## src/rtl/alu_codes.sv

```systemverilog
// rtl/alu_codes.sv - shared ALU function codes
`ifndef ALU_CODES_SV
`define ALU_CODES_SV

`define FADD    4'h0
`define FSUB    4'h1
`define FAND    4'h2
`define FOR     4'h3
`define FXOR    4'h4
`define FSLL    4'h5
`define FSRL    4'h6
`define FSRA    4'h7
`define FSLT    4'h8
`define FSLTU   4'h9
`define FMULT   4'hA
`define FMULTH  4'hB
`define FMULTHU 4'hC

`endif

```

## src/rtl/mult_pkg.sv

```systemverilog
// rtl/mult_pkg.sv - shared types and code helpers for the iterative multiplier
`ifndef ALU_CODES_SV
`include "alu_codes.sv"
`endif

package mult_pkg;

    typedef enum logic [1:0] {
        IDLE = 2'd0,
        CALC = 2'd1,
        FIX  = 2'd2,
        DONE = 2'd3
    } mult_state_t;

    localparam logic [3:0] FADD    = `FADD;
    localparam logic [3:0] FMULT   = `FMULT;
    localparam logic [3:0] FMULTH  = `FMULTH;
    localparam logic [3:0] FMULTHU = `FMULTHU;

    // Codes this unit actually computes; anything else completes with err set
    function automatic logic is_mult_code(input logic [3:0] f);
        return (f == FMULT) || (f == FMULTH) || (f == FMULTHU);
    endfunction

    // Signed codes multiply magnitudes and fix the sign afterwards
    function automatic logic is_signed_code(input logic [3:0] f);
        return (f == FMULT) || (f == FMULTH);
    endfunction

endpackage

```

## src/rtl/mult_unit.sv

```systemverilog
// rtl/mult_unit.sv - radix-2 shift-add multiply responder with start/done handshake
module mult_unit
    import mult_pkg::*;
#(
    parameter int n = 32
) (
    input  logic         clock,
    input  logic         nReset,
    input  logic         start,
    input  logic [3:0]   func,
    input  logic [n-1:0] a,
    input  logic [n-1:0] b,
    output logic         busy,
    output logic         done,
    output logic [n-1:0] result,
    output logic         err
);

    localparam int CW = $clog2(n + 1);

    mult_state_t     state;
    mult_state_t     state_next;
    logic [CW-1:0]   cnt;
    logic [2*n-1:0]  acc;
    logic [n-1:0]    mcand;
    logic [n-1:0]    mplr;
    logic [3:0]      func_q;
    logic            sign_q;

    logic            accept;
    logic            last_iter;
    logic [n-1:0]    abs_a;
    logic [n-1:0]    abs_b;
    logic [n:0]      addend;
    logic [n:0]      sum;
    logic [2*n-1:0]  fixed;
    logic [n-1:0]    selected;

    // A request is taken only when nothing is in flight
    assign accept    = start && ((state == IDLE) || (state == DONE));
    assign last_iter = (cnt == CW'(n - 1));

    // Operand magnitudes; the most-negative value maps to 2^(n-1) unchanged
    assign abs_a = a[n-1] ? (~a + n'(1)) : a;
    assign abs_b = b[n-1] ? (~b + n'(1)) : b;

    // One shift-add step: add into the upper half with a carry bit
    assign addend = mplr[0] ? {1'b0, mcand} : '0;
    assign sum    = {1'b0, acc[2*n-1:n]} + addend;

    // Sign fix-up over the whole 2n-bit product, modulo 2^(2n)
    assign fixed = sign_q ? (~acc + (2*n)'(1)) : acc;

    // Half selection by the latched code; unsupported codes return zero
    always_comb begin
        selected = '0;
        if (func_q == FMULT) begin
            selected = fixed[n-1:0];
        end else if ((func_q == FMULTH) || (func_q == FMULTHU)) begin
            selected = fixed[2*n-1:n];
        end
    end

    // State register
    always_ff @(posedge clock or negedge nReset) begin
        if (!nReset) begin
            state <= IDLE;
        end else begin
            state <= state_next;
        end
    end

    // Next-state logic; unsupported codes skip the iteration loop
    always_comb begin
        state_next = state;
        case (state)
            IDLE: begin
                if (start) begin
                    state_next = is_mult_code(func) ? CALC : FIX;
                end
            end
            CALC: begin
                if (last_iter) begin
                    state_next = FIX;
                end
            end
            FIX: begin
                state_next = DONE;
            end
            DONE: begin
                if (start) begin
                    state_next = is_mult_code(func) ? CALC : FIX;
                end else begin
                    state_next = IDLE;
                end
            end
            default: begin
                state_next = IDLE;
            end
        endcase
    end

    // Datapath: capture on accept, iterate in CALC, finalise in FIX
    always_ff @(posedge clock or negedge nReset) begin
        if (!nReset) begin
            cnt    <= '0;
            acc    <= '0;
            mcand  <= '0;
            mplr   <= '0;
            func_q <= '0;
            sign_q <= 1'b0;
            result <= '0;
            err    <= 1'b0;
        end else begin
            if (accept) begin
                func_q <= func;
                acc    <= '0;
                cnt    <= '0;
                if (is_signed_code(func)) begin
                    mcand  <= abs_a;
                    mplr   <= abs_b;
                    sign_q <= a[n-1] ^ b[n-1];
                end else begin
                    mcand  <= a;
                    mplr   <= b;
                    sign_q <= 1'b0;
                end
            end else if (state == CALC) begin
                acc  <= {sum, acc[n-1:1]};
                mplr <= {1'b0, mplr[n-1:1]};
                cnt  <= cnt + CW'(1);
            end else if (state == FIX) begin
                acc    <= fixed;
                result <= selected;
                err    <= ~is_mult_code(func_q);
            end
        end
    end

    // Handshake outputs decoded straight from state
    assign busy = (state == CALC) || (state == FIX);
    assign done = (state == DONE);

endmodule
```

## config.mk

```make
export PLATFORM = sky130hd
export DESIGN_NAME = mult_unit
export DESIGN_NICKNAME = d
export VERILOG_FILES = /design/src/rtl/mult_pkg.sv /design/src/rtl/mult_unit.sv
export VERILOG_INCLUDE_DIRS = /design/src /design/src/rtl
export SDC_FILE = /design/constraint.sdc
export NUM_CORES = 1
export LEC_CHECK = 0
export ABC_CLOCK_PERIOD_IN_PS = 3200
export BUFFER_PORTS_ARGS = -buffer_cell sky130_fd_sc_hd__buf_4
export CELL_PAD_IN_SITES_DETAIL_PLACEMENT = 0
export CELL_PAD_IN_SITES_GLOBAL_PLACEMENT = 1
export CORE_UTILIZATION = 40
export CTS_CLUSTER_DIAMETER = 150
export DETAILED_ROUTE_END_ITERATION = 12
export HOLD_SLACK_MARGIN = 0.15
export PLACE_DENSITY = 0.8
export SLEW_MARGIN = 20
export SYNTH_ARGS = -nofsm -noshare
export SYNTH_HDL_FRONTEND = slang
export SYNTH_SLANG_ARGS = --single-unit
export TNS_END_PERCENT = 50
```

## constraint.sdc

```tcl
create_clock -name clock -period 3.2 [get_ports clock]
set_input_delay 0.32 -clock clock [delete_from_list [all_inputs] [get_ports clock]]
set_output_delay 0.32 -clock clock [all_outputs]
set_load 0.03 [all_outputs]
```

======== After elaboration in Yosys (flattened, before gate mapping) ========
Cells that the tools add are included.
Widths: inputs -> output; s select.
cells by class
  add/subtract/negate cells ............... 5
  eq/ne operators ......................... 12
  mux-type cells .......................... 21
  bitwise operators ....................... 7
  reduce and logical (&&, ||, !) cells .... 13
operators with widths
  cell                   number
  $mux 32                9
  $mux 64                4
  $add 32x1->32 const B  2
  $add 64x1->64 const B  1
  $not 32->32            2
  $not 64->64            1
  $add 32x32->33         1
  $eq 4x4->1 const B     6
  $mux 6                 2
  $mux 2                 4
  $pmux 2 s4             1
  $logic_or 1x1->1       7
  $add 6x1->6 const B    1
  $eq 6x5->1 const B     1
  $eq 2x2->1 const B     2
  $ne 2x2->1 const B     2
  $not 1->1              3
  $reduce_and 3->1       1
  $reduce_bool 3->1      1
  $eq 2x1->1 const B     1
  $logic_not 2->1        1
  $reduce_and 2->1       1
  $reduce_bool 2->1      1
  $logic_and 1x1->1      1
  other kinds (2)        2
word-level totals
  register bits after elaboration ......... 174
  input bits .............................. 71
  output and inout port bits .............. 35
  word-level logic and storage cells ...... 67

======== Depth between registers and ports, before layout ========
  depth in word-level cells ............... 6
  gate-level depth with buffers ........... 13
  mapped depth without buffers ............ 12

======== Least setup slack after synthesis ========
OpenSTA, ideal clock, no wires.
  kind .................................... reg2reg
  from .................................... reg mplr[0]
  to ...................................... reg acc[62]
  arrival time ............................ 2.965 ns
  slack ................................... 0.097 ns
  stages on the path, launching flop included .. 12
  path buffers ............................ 1
  cell sequence ........................... dfrtp_1 -> clkbuf_1 -> and2_1 -> ha_1 -> nand2_1 -> o311ai_0 -> a311oi_1 -> o21ai_0 -> a31o_2 -> nand3_1 -> mux2i_1 -> or4_1
on the way
  word-level cells in the longest chain between the ends .. 4
RTL lines
  element                 line              source
  from (decl)             mult_unit.sv:26   logic [n-1:0] mplr;
  from (signal assigned)  mult_unit.sv:121  mplr <= abs_b;
  from (signal assigned)  mult_unit.sv:130  mplr <= {1'b0, mplr[n-1:1]};
  $mux 32                 mult_unit.sv:48   assign addend = mplr[0] ? {1'b0, mcand} : '0;
  $add 32x32->33          mult_unit.sv:49   assign sum = {1'b0, acc[2*n-1:n]} + addend;
  $mux 64                 mult_unit.sv:128  end else if (state == CALC) begin
  $mux 64                 mult_unit.sv:115  if (accept) begin
  to (signal assigned)    mult_unit.sv:129  acc <= {sum, acc[n-1:1]};
  to (signal assigned)    mult_unit.sv:133  acc <= fixed;
  to (decl)               mult_unit.sv:24   logic [2*n-1:0] acc;
Every way passes these cells.
A chain may end at the register's enable or synchronous reset.

======== Worst setup path in the final report ========
Ends and elaborated chain as after synthesis.

==> implementation parameters <==
Parameter                              Value

Pwr
  Fraction of power consumed by sequential logic    27.9%
  Leakage dissipation    6.639 nW
  Internal    7.112 mW
  Switching power    6.238 mW
  Total power    13.35 mW
  Power density over the cells    885.6 nW/um2
  Combinational power share    55.4%
  Switching power share of the total    46.73%
  Worst IR Drop VDD    0.0005288 V
  Share of power burned in the clock network    16.7%

Flow run
  Reported max-cap violation count    0

Route
  1st-iter DRT viols    1042
  Antenna violation net count after detailed routing    0
  Wire length reported by the detailed router    37700 um
  Routed via count    11.70k
  Per-cell via count in the routed design    5.668
  Iteration count of the initial detailed-routing pass    7
  Routed length per placed instance    18.25 um
  DRC violation count after routing    0

Synth
  Sequential element share of the synthesized area    34.06%
  Netlist Area Pre-Place    12780 um2
  Synth warnings    0
  Number of flops mapped to enable cells by yosys    0
  Proportion of synthesized flip-flops having asynchronous set or reset    100.0%
  Synthesized net count    1654
  Count of cell types in the netlist    73
  Post-synthesis area per instance    8.295 um2
  Flip-flop cell with the highest count after synthesis    sky130_fd_sc_hd__dfrtp_1
  Yosys reg bits    174
  Syn Inst Count    1541

Worst setup path
  Cell-by-cell trace of the critical path    buf_4 > and2_1 > ha_1 > a211oi_1 > o311ai_1 > a311oi_1 > o21ai_1 > a31o_2 > nand3_1 > mux2i_1 > or4_1
  Reg2Reg Launch Point    mplr[0]
  Cell type of the slowest stage on the worst timing path    sky130_fd_sc_hd__a211oi_1
  Critical Path Source Type    register
  Class of the most critical setup path    register to register
  Highest cell delay on the worst timing path    0.42 ns
  Endpoint type of the worst setup path    register
  Max FO, Critical Path    18
  Required @ worst endpoint    3.53 ns
  Worst path arrival time    3.43 ns
  CP Launch Point    mplr[0]

Floorplanning
  Std cell rows    65
  Vert. Die Dim    180.8 um
  Initial Util    40.61%
  Placeable core region    31470 um2
  Num ports    106
  Die boundary width    180.8 um
  Floorplan die area    32670 um2

STA
  Final Cycle Share    97.00%
  Worst max-slew margin expressed relative to the limit    47.00%
  Worst-case setup margin in the final layout    0.09595 ns
  Total count of max-transition violations in the final report    0
  Final critical-path required period    3.104 ns
  Number of setup violations in the final report    0
  Final hold violation count    0
  Clock Skew    0.01319 ns
  Least-Margin Pin Slew    0.7848 ns
  Top achievable clock speed    322.2 MHz

Layout
  Net count, final    1764
  Non-filler cells in the finished layout    2065
  Filler instances    3041
  Antenna diodes    0
  Synthesis-to-finish area growth    17.94%
  Ratio of cells with drive above 1 in the final layout    15.69%

Clock tree
  Clock latency on the worst-skew pair    0.45 ns
  Maximum level of the CTS H-tree    4
  TritonCTS clock tree    done
  Clock input transition at the sequential cells of the worst setup and hold paths    0.07 ns
  CTS Root Buffer Type    sky130_fd_sc_hd__clkbuf_16
  Cts bufs inserted    17
  Clock Path Buffers    2
  Number of sinks driven by the clock tree    174

GRT
  Initial antenna violation count    0
  First-pass GRT wire length    60050 um
  Overall global routing resource usage    23.24%
  Largest net degree at the start of global routing    127
  Number of global-route vias before repair    11.08k
  Global route total overflow    0

Outcome
  Run status    finished clean

Placement
  Post-Place Setup Slack    0.03827 ns
  RePlAce Congestion    0.9225
  IO buf count    105
  Post-Place Cells    2027
  Detailed placer's ending HPWL    27680 um

Min path
  Launch point of the worst hold path    b[1]
  Worst Hold Class    input port to register
==> metal layers <==
metal / vias up / track usage, % / wire, um
met2: 408 / 37.31 / 17310
li1: 5673 / - / -
met3: 48 / 3.749 / 2159
met5: - / 0 / 0
met4: 0 / 7.282 / 792
met1: 5575 / 31.94 / 17430
==> power groups by stage <==
stage	registers, mW	logic (mW)	clock network, mW
6_report	3.72	7.40	2.23
5_1_grt	3.82	8.10	2.36
4_1_cts	3.71	7.33	2.27
3_5_place_dp	3.76	7.29	0
3_3_place_gp	3.73	7.22	0
2_1_floorplan	3.79	4.67	0
==> synth_stat cells (4+ instances only) <==
cell type	number	area share [%]
sky130_fd_sc_hd__nand2_1	196	5.8
sky130_fd_sc_hd__dfrtp_1	174	34
sky130_fd_sc_hd__nor2_1	150	4.4
sky130_fd_sc_hd__o21ai_0	135	5.3
sky130_fd_sc_hd__xor2_1	130	8.9
sky130_fd_sc_hd__a21oi_1	90	3.5
sky130_fd_sc_hd__clkbuf_1	82	2.4
sky130_fd_sc_hd__xnor2_1	79	5.4
sky130_fd_sc_hd__ha_1	41	4.0
sky130_fd_sc_hd__and2_1	36	1.8
sky130_fd_sc_hd__mux2i_1	35	2.7
sky130_fd_sc_hd__o31ai_1	33	1.9
sky130_fd_sc_hd__a211oi_1	27	1.6
sky130_fd_sc_hd__nand3_1	25	0.98
sky130_fd_sc_hd__o221ai_1	25	1.7
sky130_fd_sc_hd__a21o_1	21	1.2
sky130_fd_sc_hd__inv_1	19	0.56
sky130_fd_sc_hd__or3_1	18	0.88
sky130_fd_sc_hd__nor3_1	15	0.59
sky130_fd_sc_hd__nor4_1	15	0.73
sky130_fd_sc_hd__or4_1	15	0.88
sky130_fd_sc_hd__nand4_1	14	0.69
sky130_fd_sc_hd__buf_1	13	0.38
sky130_fd_sc_hd__nor2b_1	13	0.64
sky130_fd_sc_hd__o22ai_1	13	0.64
sky130_fd_sc_hd__or2_2	11	0.54
sky130_fd_sc_hd__a31oi_1	9	0.44
sky130_fd_sc_hd__nand2b_1	9	0.44
sky130_fd_sc_hd__o41ai_1	9	0.62
sky130_fd_sc_hd__o21a_1	8	0.47
sky130_fd_sc_hd__buf_2	7	0.27
sky130_fd_sc_hd__a22oi_1	5	0.29
sky130_fd_sc_hd__a31o_2	4	0.27
sky130_fd_sc_hd__o21bai_1	4	0.23
sky130_fd_sc_hd__o31a_1	4	0.27
==> stage by stage <==
step                      utilization, %   TNS, ns  hold WS, ns  area, um2
after floorplan                        -         0      0.02441      12780
after global placement             45.61         0       0.2268      14350
after detailed placement           45.61         0       0.2204      14350
after CTS                          47.77         0       0.1505      15030
after global routing               47.90  -0.06839       0.1680      15080
final                              47.90         0       0.1663      15080
==> final timing paths <==
kind	end	slack, ns	depth (start not counted)
min in group asynchronous	result[12]	0.32	2
max in group asynchronous	func_q[2]	2.06	3
setup reg to reg	acc[62]	0.1	11
hold reg to reg	mcand[15]	0.47	2
setup / recovery	acc[62]	0.1	11
hold / removal	mplr[1]	0.17	3
==> logic make-up after synthesis <==
kind of cell | synth area share [%]
xor gates and xnor gates | 14.32
adders and majority gates | 4.170
muxes | 2.741
buffers and inverters | 3.739
DFF | 34.06
AOI/OAI and AO/OA | 20.64
and+or+nand+nor | 20.32
==> repair_timing <==
action / CTS / global route
resized for setup: 0 / 13
hold buffers: 7 / 0
setup buffers: 0 / 0
endpoints found under the hold margin: 38 / 0
endpoints found under the setup margin: 0 / 10
==> critical path, delay by kind of cell (launching register included) <==
kind	cells	cell delay [ns]
flip-flops	1	0.40
buffers and inverters	1	0.19
AO/OA/AOI/OAI	5	1.45
AND/OR/NAND/NOR	3	0.63
multiplexers	1	0.07
adder cells (fa/ha/maj)	1	0.24
==> registers in the layout, indices dropped and copies added, names as in the netlist <==
name	count
cnt	6
mcand	32
err	1
state	2
acc	64
func_q	4
result	32
mplr	32
sign_q	1
==> cell usage in the layout, fill, tap and decap left out, types with 26 or more instances in the layout <==
cell type / count
sky130_fd_sc_hd__nand2_1: 195
sky130_fd_sc_hd__a21oi_1: 89
sky130_fd_sc_hd__and2_1: 36
sky130_fd_sc_hd__ha_1: 39
sky130_fd_sc_hd__dfrtp_1: 173
sky130_fd_sc_hd__o31ai_1: 32
sky130_fd_sc_hd__xnor2_1: 79
sky130_fd_sc_hd__nor2_1: 149
sky130_fd_sc_hd__xor2_1: 130
sky130_fd_sc_hd__o21ai_0: 133
sky130_fd_sc_hd__mux2i_1: 35
sky130_fd_sc_hd__a211oi_1: 26
sky130_fd_sc_hd__buf_4: 183
==> area by class of cell <==
| type | count | area, um2 | share of cell area [%] |
|---|---|---|---|
| inverter | 20 | 75.07 | 0.4980 |
| tap | 402 | 503.0 | 3.336 |
| multi-input combinational | 1244 | 8016 | 53.17 |
| clock inverter | 11 | 153.9 | 1.021 |
| sequential | 174 | 4355 | 28.89 |
| timing repair buffer | 194 | 1515 | 10.05 |
| clock buffer | 20 | 456.7 | 3.029 |
Note: power is estimated with default switching activity, not from simulation.
